$ cat src/rtl/int_sqrt_pkg.sv
// int_sqrt_pkg
// Purpose: shared definitions for the integer square-root block: the control
//          FSM state encoding and the iteration-count helper.
// Ports:   none (package).
package int_sqrt_pkg;

    typedef enum logic [1:0] {
        IDLE = 2'd0,
        RUN  = 2'd1,
        DONE = 2'd2
    } state_e;

    // Number of RUN cycles: WIDTH/2 root bits resolved STEPS at a time.
    function automatic int unsigned iter_cycles(input int unsigned width,
                                                input int unsigned steps);
        return width / (2 * steps);
    endfunction

endpackage

$ cat src/rtl/int_sqrt_param_if.sv
// int_sqrt_param_if
// Purpose: request/result handshake bundle for int_sqrt_param.
// Signals: stall, start, d, ack         driven by the requester (master)
//          in_ready, quotient, remainder, ready  driven by the core (slave)
interface int_sqrt_param_if #(
    parameter int unsigned WIDTH = 32
);
    logic               stall;
    logic               start;
    logic [WIDTH-1:0]   d;
    logic               ack;
    logic               in_ready;
    logic [WIDTH/2-1:0] quotient;
    logic [WIDTH/2:0]   remainder;
    logic               ready;

    modport master (
        output stall, start, d, ack,
        input  in_ready, quotient, remainder, ready
    );

    modport slave (
        input  stall, start, d, ack,
        output in_ready, quotient, remainder, ready
    );
endinterface

$ cat src/rtl/sqrt_step.sv
// sqrt_step
// Purpose: one restoring square-root digit iteration (combinational).
// Ports:   i_rem  partial remainder in (WIDTH/2+2 bits)
//          i_root partial root in (WIDTH/2 bits)
//          i_pair next two radicand bits, MSB pair first
//          o_rem  partial remainder out
//          o_root partial root out
module sqrt_step #(
    parameter int unsigned WIDTH = 32
) (
    input  logic [WIDTH/2+1:0] i_rem,
    input  logic [WIDTH/2-1:0] i_root,
    input  logic [1:0]         i_pair,
    output logic [WIDTH/2+1:0] o_rem,
    output logic [WIDTH/2-1:0] o_root
);
    localparam int unsigned HW = WIDTH / 2;
    localparam int unsigned RW = HW + 2;

    logic [RW-1:0] w_r;
    logic [RW-1:0] w_t;
    logic          w_ge;
    // Partial remainder never exceeds RW-2 bits between iterations.
    logic          w_unused_rem;

    assign w_unused_rem = ^i_rem[RW-1:RW-2];
    assign w_r    = {i_rem[RW-3:0], i_pair};
    assign w_t    = {i_root, 2'b01};
    assign w_ge   = (w_r >= w_t);
    assign o_rem  = w_ge ? (w_r - w_t) : w_r;
    assign o_root = {i_root[HW-2:0], w_ge};
endmodule

$ cat src/rtl/int_sqrt_param.sv
// int_sqrt_param
// Purpose: iterative unsigned integer square root, STEPS root bits per cycle.
// Ports:   clk   rising-edge clock
//          rst_n asynchronous active-low reset
//          bus   slave side of int_sqrt_param_if: stall/start/d/ack in,
//                in_ready/quotient/remainder/ready out
module int_sqrt_param
    import int_sqrt_pkg::*;
#(
    parameter int unsigned WIDTH = 32,
    parameter int unsigned STEPS = 1
) (
    input  logic              clk,
    input  logic              rst_n,
    int_sqrt_param_if.slave   bus
);
    localparam int unsigned HW   = WIDTH / 2;
    localparam int unsigned RW   = HW + 2;
    localparam int unsigned NCYC = iter_cycles(WIDTH, STEPS);
    localparam int unsigned CW   = $clog2(NCYC) + 1;

    state_e           r_state, w_state_d;
    logic [WIDTH-1:0] r_dsh, w_dsh_d;
    logic [HW-1:0]    r_root, w_root_d;
    logic [RW-1:0]    r_rem, w_rem_d;
    logic [CW-1:0]    r_cnt, w_cnt_d;

    logic [RW-1:0]    w_rem_c  [STEPS+1];
    logic [HW-1:0]    w_root_c [STEPS+1];

    assign w_rem_c[0]  = r_rem;
    assign w_root_c[0] = r_root;

    for (genvar s = 0; s < STEPS; s++) begin : g_step
        sqrt_step #(
            .WIDTH (WIDTH)
        ) u_step (
            .i_rem  (w_rem_c[s]),
            .i_root (w_root_c[s]),
            .i_pair (r_dsh[WIDTH-1-2*s -: 2]),
            .o_rem  (w_rem_c[s+1]),
            .o_root (w_root_c[s+1])
        );
    end

    always_comb begin
        w_state_d = r_state;
        w_dsh_d   = r_dsh;
        w_root_d  = r_root;
        w_rem_d   = r_rem;
        w_cnt_d   = r_cnt;
        unique case (r_state)
            IDLE: begin
                if (bus.start) begin
                    w_state_d = RUN;
                    w_dsh_d   = bus.d;
                    w_root_d  = '0;
                    w_rem_d   = '0;
                    w_cnt_d   = '0;
                end
            end
            RUN: begin
                w_dsh_d  = r_dsh << (2 * STEPS);
                w_root_d = w_root_c[STEPS];
                w_rem_d  = w_rem_c[STEPS];
                w_cnt_d  = r_cnt + 1'b1;
                if (r_cnt == CW'(NCYC - 1)) begin
                    w_state_d = DONE;
                end
            end
            DONE: begin
                // Leaving DONE lands in IDLE; a new accept needs the next cycle.
                if (bus.ack) begin
                    w_state_d = IDLE;
                end
            end
            default: w_state_d = IDLE;
        endcase
    end

    always_ff @(posedge clk or negedge rst_n) begin
        if (!rst_n) begin
            r_state <= IDLE;
            r_dsh   <= '0;
            r_root  <= '0;
            r_rem   <= '0;
            r_cnt   <= '0;
        end else if (!bus.stall) begin
            r_state <= w_state_d;
            r_dsh   <= w_dsh_d;
            r_root  <= w_root_d;
            r_rem   <= w_rem_d;
            r_cnt   <= w_cnt_d;
        end
    end

    // Outputs decode straight from state so reset clears them without a clock.
    assign bus.in_ready  = (r_state == IDLE);
    assign bus.ready     = (r_state == DONE);
    assign bus.quotient  = (r_state == DONE) ? r_root : '0;
    assign bus.remainder = (r_state == DONE) ? r_rem[HW:0] : '0;
endmodule
$ cat src/flat_wrapper.sv
// flat-port wrapper written by rule: the top's interface ports become plain ports
module int_sqrt_param_flat import int_sqrt_pkg::*;
#(
    parameter int unsigned WIDTH = 32,
    parameter int unsigned STEPS = 1
)
  (clk, rst_n, bus_stall, bus_start, bus_d, bus_ack, bus_in_ready, bus_quotient, bus_remainder, bus_ready);
  int_sqrt_param_if #(.WIDTH(WIDTH)) bus_i ();
  input  logic clk;
  input  logic rst_n;
  input wire logic [$bits(bus_i.stall)-1:0] bus_stall;
  input wire logic [$bits(bus_i.start)-1:0] bus_start;
  input wire logic [$bits(bus_i.d)-1:0] bus_d;
  input wire logic [$bits(bus_i.ack)-1:0] bus_ack;
  output wire logic [$bits(bus_i.in_ready)-1:0] bus_in_ready;
  output wire logic [$bits(bus_i.quotient)-1:0] bus_quotient;
  output wire logic [$bits(bus_i.remainder)-1:0] bus_remainder;
  output wire logic [$bits(bus_i.ready)-1:0] bus_ready;
  assign bus_i.stall = bus_stall;
  assign bus_i.start = bus_start;
  assign bus_i.d = bus_d;
  assign bus_i.ack = bus_ack;
  assign bus_in_ready = bus_i.in_ready;
  assign bus_quotient = bus_i.quotient;
  assign bus_remainder = bus_i.remainder;
  assign bus_ready = bus_i.ready;
  int_sqrt_param #(.WIDTH(WIDTH), .STEPS(STEPS)) u_core (.clk(clk), .rst_n(rst_n), .bus(bus_i));
endmodule
$ cat config.mk
export PLATFORM = sky130hd
export DESIGN_NAME = int_sqrt_param_flat
export DESIGN_NICKNAME = d
export VERILOG_FILES = /design/src/rtl/int_sqrt_pkg.sv /design/src/rtl/int_sqrt_param_if.sv /design/src/rtl/sqrt_step.sv /design/src/rtl/int_sqrt_param.sv /design/src/flat_wrapper.sv
export SDC_FILE = /design/constraint.sdc
export NUM_CORES = 1
export LEC_CHECK = 0
export CORE_ASPECT_RATIO = 1.4
export CORE_MARGIN = 3
export CORE_UTILIZATION = 60
export CTS_BUF_LIST = sky130_fd_sc_hd__clkbuf_8
export DETAILED_ROUTE_END_ITERATION = 8
export PLACE_DENSITY = 0.95
export SLEW_MARGIN = 15
export SYNTH_ARGS = -nofsm -noshare
export SYNTH_HDL_FRONTEND = slang
export SYNTH_SLANG_ARGS = --single-unit
$ cat constraint.sdc
create_clock -name clk -period 6.2 [get_ports clk]
set_clock_uncertainty 0.1 [all_clocks]
set_input_delay 0.93 -clock clk [delete_from_list [all_inputs] [get_ports clk]]
set_output_delay 0.93 -clock clk [all_outputs]
set_load 0.02 [all_outputs]
# [Yosys cells after proc, flatten, opt, wreduce, memory -nomap -nowiden]
# Cells that the tools add are included.
[totals] wordCells=34 output_inout_bits=35 register_bits=72
[op_classes] bitwise=1 eq_ne=6 n_addsub=2 order_cmp=1 muxes=15 n_reduce_logical=4
[op_table] op="$pmux 32 s2" count=1
[op_table] op="$mux 17" count=3
[op_table] op="$pmux 17 s2" count=1
[op_table] op="$mux 16" count=2
[op_table] op="$mux 32" count=1
[op_table] op="$pmux 16 s2" count=1
[op_table] op="$ge 18x18->1" count=1
[op_table] op="$sub 17x17->17" count=1
[op_table] op="$pmux 5 s2" count=1
[op_table] op="$mux 2" count=3
[op_table] op="$pmux 2 s3" count=1
[op_table] op="$add 5x1->5 const B" count=1
[op_table] op="$eq 5x4->1 const B" count=1
[op_table] op="$mux 5" count=1
[op_table] op="$ne 2x2->1 const B" count=2
[op_table] op="$reduce_and 4->1" count=1
[op_table] op="$reduce_and 3->1" count=1
[op_table] op="$eq 2x1->1 const B" count=1
[op_table] op="$eq 2x2->1 const B" count=1
[op_table] op="$logic_not 2->1" count=1
[op_table] op="$ne 2x1->1 const B" count=1
[op_table] op="$reduce_bool 2->1" count=1
[op_table] op="$not 1->1" count=1

# [Depth between registers and ports, before layout]
[depth] depth_word=3 ltp_mapped=11

# [By module]
# From an unflattened synthesis, not the netlist that was laid out.
[unflattened] hier_cells=440 area_unflattened_um2=4855.9
[by_module_without_submodules] mod="int_sqrt_param" area_each_um2=3475.8 n_inst=1 cells_per_inst=256
[by_module_without_submodules] mod="sqrt_step" area_each_um2=1380.1 n_inst=1 cells_per_inst=184

# [Worst setup path after synthesis]
# No wires, ideal clock.
[synth_path] kind="register to output" start="reg u_core.r_state[0]" end="out bus_quotient[10]" stages_incl_launch_ff=5 t_arrival_ps=1409 n_path_buf=2 required_ps=5170 slack_ps=3761 cell_sequence="dfrtp_1 -> buf_2 -> nor2b_1 -> clkbuf_1 -> and2_1"
[synth_between] elab_chain_len=2
[synth_lines] item="start: declaration" line="int_sqrt_param.sv:22" source="state_e r_state, w_state_d;"
[synth_lines] item="start signal: assignment" line="int_sqrt_param.sv:89" source="r_state <= w_state_d;"
[synth_lines] item="$eq 2x2->1"
[synth_lines] item="net bus_ready" line="flat_wrapper.sv:18" source="output wire logic [$bits(bus_i.ready)-1:0] bus_ready;"
[synth_lines] item="$mux 16" line="int_sqrt_param.sv:100" source="assign bus.quotient = (r_state == DONE) ? r_root : '0;"
[synth_lines] item="end: declaration" line="flat_wrapper.sv:16" source="output wire logic [$bits(bus_i.quotient)-1:0] bus_quotient;"
# The timed path passes the listed nets, and every way through them passes these cells.

# [Worst setup path in the final report]
[layout_path] start="reg u_core.r_state[1]" end="out bus_remainder[15]"
[layout_between] elab_chain_len=2
[layout_lines] item="$eq 2x2->1" line="int_sqrt_param.sv:101" source="assign bus.remainder = (r_state == DONE) ? r_rem[HW:0] : '0;"
[layout_lines] item="$mux 17" line="int_sqrt_param.sv:101"
[layout_lines] item="end: declaration" line="flat_wrapper.sv:17" source="output wire logic [$bits(bus_i.remainder)-1:0] bus_remainder;"
# No other way between the ends.

==> tab_implementation.tex <==
\begin{tabular}{lr}
\hline
Metric & Value \\
\hline
\multicolumn{2}{l}{\textbf{Status}} \\
\quad Result of the run & finished clean \\
\multicolumn{2}{l}{\textbf{Place}} \\
\quad Weighted congestion reported at the end of routability-driven placement & 0.941 \\
\quad Input/output buffers & 71 \\
\quad Half-perimeter wire length after placement & 7880 um \\
\quad Dpl cell area & 5270 um2 \\
\multicolumn{2}{l}{\textbf{Routing}} \\
\quad Via total after detailed routing & 3910 \\
\quad DR iter-0 viols & 273 \\
\quad Remaining antenna violation count & 0 \\
\quad DRT Pass-1 Iters & 5 \\
\quad Post-detailed-route DRC marker count & 0 \\
\quad Routed via count divided by cell count & 5.92 \\
\quad Total length of routed wires & 11200 um \\
\quad Average wire per standard cell & 16.9 um \\
\multicolumn{2}{l}{\textbf{Global route}} \\
\quad Maximum number of pins on one net before global-route repair & 73 \\
\quad Via count of the first global-routing pass & 3863 \\
\quad Global-route wire length before repair & 18300 um \\
\quad Antenna violations before repair & 0 \\
\quad Total routing resource utilization after global routing & 0.269 \\
\quad Remaining Overflow, GRT & 0 \\
\multicolumn{2}{l}{\textbf{Yosys}} \\
\quad Proportion of synthesized chip area in sequential cells & 0.393 \\
\quad Total of flip-flops plus latches after synthesis & 72 \\
\quad Synth Cell Area & 4590 um2 \\
\quad Synth Area per Inst & 9.03 um2 \\
\quad Largest area contributor in the synthesized netlist & sky130\_fd\_sc\_hd\_\_dfrtp\_1 \\
\quad Count of flip-flops with a built-in enable after synthesis & 0 \\
\quad Unique masters post-synth & 49 \\
\quad Most numerous cell in the Yosys netlist & sky130\_fd\_sc\_hd\_\_nand2\_1 \\
\quad Yosys warning total & 0 \\
\quad Ranking of synthesized cells by area & sky130\_fd\_sc\_hd\_\_dfrtp\_1 39\%, sky130\_fd\_sc\_hd\_\_nand2\_1 7.4\%, sky130\_fd\_sc\_hd\_\_mux2i\_1 6.8\% \\
\quad Synthesized netlist cell count & 508 \\
\quad Area share of the leading cell type in the synthesized netlist & 0.393 \\
\quad Proportion of synthesized flip-flops having asynchronous set or reset & 1.00 \\
\quad Ys flop type & sky130\_fd\_sc\_hd\_\_dfrtp\_1 \\
\quad Syn Nets & 565 \\
\quad Commonest cells in the synthesized netlist & 91 x sky130\_fd\_sc\_hd\_\_nand2\_1, 72 x sky130\_fd\_sc\_hd\_\_dfrtp\_1, 57 x sky130\_fd\_sc\_hd\_\_o21ai\_0 \\
\multicolumn{2}{l}{\textbf{Critical path}} \\
\quad Worst R2R End & u\_core.r\_rem[1] \\
\quad Worst path top cell family by delay & simple AND/OR/NAND/NOR gates \\
\quad Maximum fanout count along the critical path & 34 \\
\quad Largest stage delay on the critical path & 890 ps \\
\quad Highest-delay cell along the critical path & sky130\_fd\_sc\_hd\_\_nor2b\_2 \\
\quad Startpoint of the worst register-to-register path & u\_core.r\_rem[11] \\
\quad Flop2flop setup slack & 3030 ps \\
\quad CP Class & reg2out \\
\quad Critical path arrival & 2640 ps \\
\quad Count of cells along the worst register-to-register path & 7 \\
\quad Startpoint types & flip-flop \\
\quad Chain of cells forming the critical path & nor2b\_2 > and2\_1 > clkdlybuf4s50\_1 \\
\quad Launching instance or port of the critical path & u\_core.r\_state[1] \\
\quad CP endpoint kind & output port \\
\quad CP bufs+invs & 1 \\
\quad Required time reported for the critical path endpoint & 5170 ps \\
\multicolumn{2}{l}{\textbf{Timing}} \\
\quad Relative slew slack & 0.248 \\
\quad Final hold slack & 383 ps \\
\quad Final worst path period need & 3670 ps \\
\quad Setup TNS & 0 ps \\
\quad Highest clock rate & 273 MHz \\
\quad Final worst path period share & 0.592 \\
\quad Count of pins over their slew limit & 0 \\
\quad Setup repair after global routing missed its margin & no \\
\quad Tightest Pin Transition & 1130 ps \\
\quad Endpoints failing hold & 0 \\
\quad Setup Viol. Count Final & 0 \\
\multicolumn{2}{l}{\textbf{Min path}} \\
\quad Worst Hold Launch & u\_core.r\_dsh[14] \\
\quad Hold path cells & 2 \\
\quad Worst Hold Class & reg2reg \\
\quad Endpoint of the worst hold-timing path & u\_core.r\_dsh[14] \\
\multicolumn{2}{l}{\textbf{Floorplanning}} \\
\quad Die footprint & 8750 um2 \\
\quad Core region area & 7410 um2 \\
\quad Initial Utilization & 0.619 \\
\quad IO Count & 72 \\
\quad Horizontal die dimension & 79.9 um \\
\quad Die Span Y & 109 um \\
\quad Total number of placement rows & 37 \\
\multicolumn{2}{l}{\textbf{Final layout}} \\
\quad Layout-stage area growth over the synthesis result & 18.6\% \\
\quad Fraction of layout cells with a size suffix above 1 & 0.0851 \\
\quad Antenna fix cells & 0 \\
\quad Final core area utilization & 0.735 \\
\quad Final \#Nets & 616 \\
\quad Post-Layout Inst Area & 5440 um2 \\
\multicolumn{2}{l}{\textbf{Job}} \\
\quad Number of violations of the max-capacitance limit & 0 \\
\multicolumn{2}{l}{\textbf{CTS}} \\
\quad Level count of the clock H-tree & 3 \\
\quad Cts-stage hold buffer count & 0 \\
\quad TritonCTS clock tree & built \\
\quad Clock sink total & 72 \\
\quad \# resized after CTS & 0 \\
\quad Maximum clock insertion buffer count & 2 \\
\quad Buffers inserted during post-CTS setup optimization & 0 \\
\quad Source-to-sink clock delay at the later pin of the worst-skew pair & 360 ps \\
\quad Root buffer cell & sky130\_fd\_sc\_hd\_\_clkbuf\_8 \\
\quad Clock-pin slew of the registers on the worst-case setup and hold paths & 70 ps \\
\quad Number of buffers created by CTS & 9 \\
\multicolumn{2}{l}{\textbf{Pwr}} \\
\quad PD cells & 598 nW/um2 \\
\quad Standby leakage power & 2.46 nW \\
\quad Largest vdd supply drop & 0.349 mV \\
\hline
\end{tabular}
[final cells by class]
type,count,area [um2]
Sequential cell,72,1800
Timing Repair Buffer,74,728
Inverter,21,78.8
Multi-Input combinational cell,381,2550
Clock inverter,6,28.8
Fill cell,536,1960
Clock buffer,10,138
Tap cell,97,121
[report_power, final]
group	total, mW	leakage (nW)	internal (mW)	switching, mW
Clock	0.328	0.0958	0.150	0.178
Combinational	2.06	1.44	0.829	1.23
Sequential	0.863	0.923	0.684	0.179
[worst max-delay path by stage]
stage | to | slack [ps] | cells after the start
finish | bus_remainder[15] | 2530 | 3
global route | bus_quotient[15] | 2330 | 3
CTS | bus_remainder[15] | 2510 | 3
detailed placement | u_core.r_rem[15] | 2870 | 4
global placement | bus_quotient[15] | 2990 | 3
floorplan | bus_quotient[10] | 3760 | 4
[registers in the layout, indices dropped and copies added, names as in the netlist]
| name | flops |
|---|---|
| u_core.r_state | 2 |
| u_core.r_dsh | 32 |
| u_core.r_root | 16 |
| u_core.r_rem | 17 |
| u_core.r_cnt | 5 |
[tightest hold or removal path, stage by stage (launching register included)]
cell	delay, ps
sky130_fd_sc_hd__dfrtp_1	350
sky130_fd_sc_hd__nand2_1	40
sky130_fd_sc_hd__o21ai_0	60
[stage by stage]
step	cells	setup slack (ps)	power, mW
final	661	2530	3.25
after global routing	661	2330	3.51
after CTS	661	2510	3.24
after detailed placement	645	2870	2.90
after global placement	645	2990	2.81
after floorplan	508	3760	2.53
[per-layer routing]
metal	up-vias	GRT usage	wire length, um
met3	35	0.0475	538
met4	0	0.141	440
met1	1879	0.314	4350
met5	-	0	0
li1	1879	-	-
met2	117	0.466	5870
[cell usage in the layout, fill, tap and decap left out, drive strengths merged, types with 5 or more instances in the layout]
cell / count
nand2: 91
dfrtp: 72
clkdlybuf4s50: 70
o21ai: 68
and2: 33
mux2i: 31
inv: 24
ha: 20
o211ai: 19
a21oi: 18
nor2: 12
clkbuf: 10
a21o: 9
xnor2: 9
nand2b: 5
a211oi: 5
o21a: 5
nand3: 5
[cells by family after synthesis]
logic type	after synthesis	synth area share
and+or+nand+nor	173	0.184
AOI/OAI and AO/OA	147	0.224
DFF	72	0.393
buffers and inverters	55	0.0586
muxes	31	0.0676
adders and majority gates	20	0.0545
xor gates and xnor gates	10	0.0191
(Power assumes the default switching activity.)
==> edit 1 (same settings) <==
`WIDTH` is set to 32 in 4 places; all go to 16.
--- a/src/rtl/int_sqrt_param_if.sv
+++ b/src/rtl/int_sqrt_param_if.sv
@@ -4,5 +4,5 @@
 //          in_ready, quotient, remainder, ready  driven by the core (slave)
 interface int_sqrt_param_if #(
-    parameter int unsigned WIDTH = 32
+    parameter int unsigned WIDTH = 16
 );
     logic               stall;
--- a/src/rtl/sqrt_step.sv
+++ b/src/rtl/sqrt_step.sv
@@ -7,5 +7,5 @@
 //          o_root partial root out
 module sqrt_step #(
-    parameter int unsigned WIDTH = 32
+    parameter int unsigned WIDTH = 16
 ) (
     input  logic [WIDTH/2+1:0] i_rem,
--- a/src/rtl/int_sqrt_param.sv
+++ b/src/rtl/int_sqrt_param.sv
@@ -8,5 +8,5 @@
     import int_sqrt_pkg::*;
 #(
-    parameter int unsigned WIDTH = 32,
+    parameter int unsigned WIDTH = 16,
     parameter int unsigned STEPS = 1
 ) (
--- a/src/flat_wrapper.sv
+++ b/src/flat_wrapper.sv
@@ -2,5 +2,5 @@
 module int_sqrt_param_flat import int_sqrt_pkg::*;
 #(
-    parameter int unsigned WIDTH = 32,
+    parameter int unsigned WIDTH = 16,
     parameter int unsigned STEPS = 1
 )
Ports: changed (resized bus_d, bus_quotient and bus_remainder); port bits go from 72 to 40. No check against the original RTL was run, so the function may have changed too.
==> edit 1 against the unedited design <==
- routed wire length shrank 56%
- fmax grew 7.6%
- power shrank 56%
- cell area shrank 49%
- sequential cell count shrank 33
- area after synthesis shrank 50%
- non-clock buffer count shrank 34
- setup slack gained 0.26 ns
- utilization grew 2.3 points
==> edit 1: results (changes against the unedited design) <==
OUTCOME='finished, final reports clean'
GR-USAGE-MET1_PCT=25.2  # -6.3 points
GLOBALPLACE.CONGESTION=0.935  # -0.65%
TOTAL_LEAKAGE_POWER_nW=1.26  # -49%
FF_TO_FF_PATH_DEPTH=6  # -1
HOLD-PATH-ENDPOINT='u_core.r_dsh[12]'
NETLIST_TOP_CELLS_AREA='dfrtp_1, nand2_1, o21ai_0'
MAXIMUM_NUMBER_OF_PINS_ON_ONE_NET_BEFORE_GLOBAL_ROUTE_REPAIR=51  # -30%
SLEW_HEADROOM_PCT=34.7  # +10 points
GROUTE.LAYER.MET2.USAGE_PCT=41.8  # -4.8 points
SYNTHDISTINCTLIBCELLS=38  # -22%
ALL_LAYER_GR_USAGE_PCT=23.3  # -3.6 points
HOLDCRITSTARTPOINT='u_core.r_dsh[12]'
DRT-INITIAL-DRC-COUNT=49  # -82%
WL_PER_CELL_UM=14.9  # -12%
GRT_PASS1_WL_UM=8310  # -55%
MAX_STAGE_DELAY_NS=0.75  # -0.14 ns
NUMBER_OF_FILL_CELLS=272  # -49%
LAYOUT-DRIVE-GT1-SHARE_PCT=4.79  # -3.7 points
CTS-HTREE-LEVELS=2  # -1
SYN-INSTANCE-COUNT=256  # -50%
SLOWEST_STAGE='nor2b_1'
CLK-INSERTION-DELAY-LATE_NS=0.29  # -0.07 ns
NUMCTSBUFFERS=5  # -4
BIGGESTREGSBYFLOPS='u_core.r_dsh (16), u_core.r_rem (9), u_core.r_root (8)'
FF2FF_SETUP_SLACK_NS=3.70  # +0.67 ns
edit 1: changes by cell type in the layout (fill, tap and decap cells not counted), sizes merged, moves of 7 or more:
| cell | unedited run | this run |
|---|---|---|
| and2 | 33 | 17 |
| a21oi | 18 | 10 |
| o21ai | 68 | 35 |
| o211ai | 19 | 7 |
| inv | 24 | 17 |
| nand2 | 91 | 40 |
| a21o | 9 | 0 |
| xnor2 | 9 | 0 |
| clkdlybuf4s50 | 70 | 38 |
| dfrtp | 72 | 39 |
| ha | 20 | 11 |
| mux2i | 31 | 11 |
edit 1: per-stage QoR:
stage	area (um2)	setup slack [ns]	hold slack [ns]	power, mW
CTS	2790	2.74	0.388	1.44
global route	2790	2.57	0.425	1.57
global placement	2690	3.10	0.361	1.22
detailed placement	2690	3.07	0.370	1.26
finish	2790	2.79	0.384	1.45
floorplan	2300	3.75	0.350	1.09
edit 1: how the worst max path moves through the flow:
stage,end,depth (start not counted)
after floorplan,bus_quotient[0],4
after global placement,bus_remainder[1],3
after detailed placement,bus_remainder[1],3
after CTS,bus_remainder[1],3
after global routing,bus_remainder[1],3
final,bus_remainder[1],3
edit 1: layout make-up:
| type | instances | area, um2 | share of cell area (%) |
|---|---|---|---|
| multi-input combinational | 189 | 1210 | 43.4 |
| sequential | 39 | 976 | 35.0 |
| timing repair buffer | 40 | 393 | 14.1 |
| clock buffer | 6 | 82.6 | 2.96 |
| inverter | 16 | 60.1 | 2.16 |
| tap | 42 | 52.6 | 1.89 |
| clock inverter | 2 | 12.5 | 0.449 |
edit 1: cells by family after synthesis:
logic type | Yosys count | share of synthesized area, %
DFF | 39 | 42.4
adders and majority gates | 11 | 5.97
buffers and inverters | 28 | 5.27
muxes | 12 | 5.27
AOI/OAI and AO/OA | 70 | 19.7
xor gates and xnor gates | 4 | 1.52
and+or+nand+nor | 92 | 19.9
edit 1: where the power goes:
part	switching, mW	leakage, nW	internal, mW
clock	0.0887	0.0526	0.0895
combinational	0.478	0.712	0.336
sequential	0.0904	0.500	0.364
edit 1: worst max-delay path: cells and delay by family (launching register included):
family | cells | cell delay [ns]
buf+inv | 1 | 0.62
flops | 1 | 0.48
simple gates | 2 | 0.98
edit 1: per-layer routing:
layer	share of wire (%)	vias to the layer above	wire length, um
met1	39	900	1930
met3	4.8	21	239
met4	4.1	0	206
met5	0	-	0
li1	-	964	-
met2	52	63	2590
==> edit 2 (same settings) <==
Made on the original files. Re-encode `state_e` (3 states) as one-hot, 3 bits wide.
--- a/src/rtl/int_sqrt_pkg.sv
+++ b/src/rtl/int_sqrt_pkg.sv
@@ -5,8 +5,8 @@
 package int_sqrt_pkg;
 
-    typedef enum logic [1:0] {
-        IDLE = 2'd0,
-        RUN  = 2'd1,
-        DONE = 2'd2
+    typedef enum logic [2:0] {
+        IDLE = 3'b001,
+        RUN  = 3'b010,
+        DONE = 3'b100
     } state_e;
 
Check against the original RTL: no difference found for any inputs over 10 cycles, from zero or initial values and one cycle with rst_n low; not proved beyond that.
==> edit 2 against the unedited design <==
- cell area decreased by 1.0%
- setup slack got worse by 0.24 ns
- fmax shrank 6.1%
- area after synthesis shrank 1.9%
- power decreased by 3.9%
- synthesized cell count rose by 0.79%
- routed wire length increased by 9.7%
- sequential cell count grew 1
- critical path type unchanged
==> edit 2: results (changes against the unedited design) <==
YOSYS.AREA_SHARE.XOR_XNOR_PCT=2.14  # +0.23 points
GLOBALPLACE.CONGESTION=0.966  # +2.7%
IR_WORST_VDD_mV=0.457  # +31%
MAX_STAGE_DELAY_NS=0.84  # -0.05 ns
DRT_WL_TOTAL_UM=12300  # +9.7%
CRITPATHARRIVALTIME_NS=2.88  # +0.24 ns
MAXIMUM_NUMBER_OF_PINS_ON_ONE_NET_BEFORE_GLOBAL_ROUTE_REPAIR=74  # +1.4%
GRT_PASS1_VIAS=4153  # +7.5%
DP_HPWL_UM=8640  # +9.6%
SYNTH_TOP_CELLS_BY_COUNT='dfrtp_1, nand2_1, o21ai_1'
CRITICAL_PATH_PEAK_FANOUT=19  # -44%
POST_SYNTH_MUX_AREA_SHARE_PCT=7.59  # +0.82 points
GRT_PASS1_WL_UM=19900  # +8.8%
SLOWEST_STAGE='nor3b_2'
FF_TO_FF_PATH_DEPTH=6  # -1
DRT-INITIAL-DRC-COUNT=300  # +9.9%
REGTOREGSTARTPOINT='u_core.r_rem[8]'
NUMBER_OF_FILL_CELLS=499  # -6.9%
NETLIST_TOP_CELLS_AREA='dfrtp_1, mux2i_1, o21ai_1'
ALL_LAYER_GR_USAGE_PCT=30.0  # +3.1 points
PLACED_CELL_AREA_UM2=5200  # -1.3%
WORST-SLEW-PIN-TRANSITION_NS=1.00  # -0.124 ns
SYNTH_SEQUENTIAL_AREA_RATIO_PCT=40.6  # +1.3 points
CRITPATHLAUNCH='u_core.r_state[2]'
OUTCOME='finished, final reports clean'
REGTOREGENDPOINT='u_core.r_rem[14]'
SYNTHDISTINCTLIBCELLS=60  # +22%
YOSYS.AREA_SHARE.ADDER_PCT=5.56  # +0.10 points
SYNTH-COMPOUND-AREA-SHARE_PCT=18.8  # -3.5 points
## edit 2: cell count changes after synthesis, moves of 15 or more
cell	change
and2_1	-15
nand2_1	-23
nand3_1	+16
nor2_1	+18
o21ai_0	-45
o21ai_1	+52
## edit 2: cell families (layout without fill, tap and decap cells)
| group | count (synthesis) | after routing |
|---|---|---|
| fa+ha+maj | 20 | 20 |
| mux | 34 | 34 |
| compound gates | 136 | 136 |
| flops | 73 | 73 |
| xor+xnor | 11 | 11 |
| simple gates | 179 | 179 |
| buf+inv | 59 | 116 |
## edit 2: where the power goes
part	leakage (nW)	switching, mW	total [mW]	internal [mW]
clock network	0.0927	0.187	0.353	0.166
logic	1.24	1.24	1.99	0.749
registers	0.962	0.140	0.781	0.641
## edit 2: layout make-up
cell class / instances / share of cell area, %
repair buffers: 74 / 13.5
multi-input cells: 380 / 45.1
clock buffers: 11 / 2.81
clock inverters: 5 / 0.604
inverters: 26 / 1.81
flip-flops and latches: 73 / 33.9
well taps: 95 / 2.21
## edit 2: worst min path at each step
stage | slack, ns | to | startpoint | cells past startpoint
2_1_floorplan | 0.35 | u_core.r_root[0] | u_core.r_root[0] | 2
3_3_place_gp | 0.37 | u_core.r_dsh[28] | u_core.r_dsh[28] | 2
3_5_place_dp | 0.38 | u_core.r_root[2] | u_core.r_root[2] | 2
4_1_cts | 0.39 | u_core.r_root[5] | u_core.r_root[5] | 2
5_1_grt | 0.41 | u_core.r_root[9] | u_core.r_root[9] | 2
6_report | 0.39 | u_core.r_root[5] | u_core.r_root[5] | 2
## edit 2: worst max-delay path, delay by kind of cell, from the launching register on
family	cells	cell delay, ns
buffers and inverters	2	0.99
DFF	1	0.43
and+or+nand+nor	2	1.08
## edit 2: layer usage
metal,vias to the layer above,track usage [%],routed length (um)
met5,-,0,0
met4,0,17.0,679
met3,47,7.17,739
met2,212,52.7,6280
met1,1992,32.8,4570
li1,1921,-,-
## edit 2: metrics by stage
| stage | util, % | worst slack, ns | hold WS, ns | cells |
|---|---|---|---|---|
| after CTS | 75.7 | 2.31 | 0.394 | 664 |
| after floorplan | - | 3.77 | 0.347 | 512 |
| after detailed placement | 73.1 | 2.71 | 0.376 | 648 |
| final | 75.7 | 2.29 | 0.391 | 664 |
| after global placement | 73.1 | 2.88 | 0.366 | 648 |
| after global routing | 75.7 | 2.11 | 0.412 | 664 |
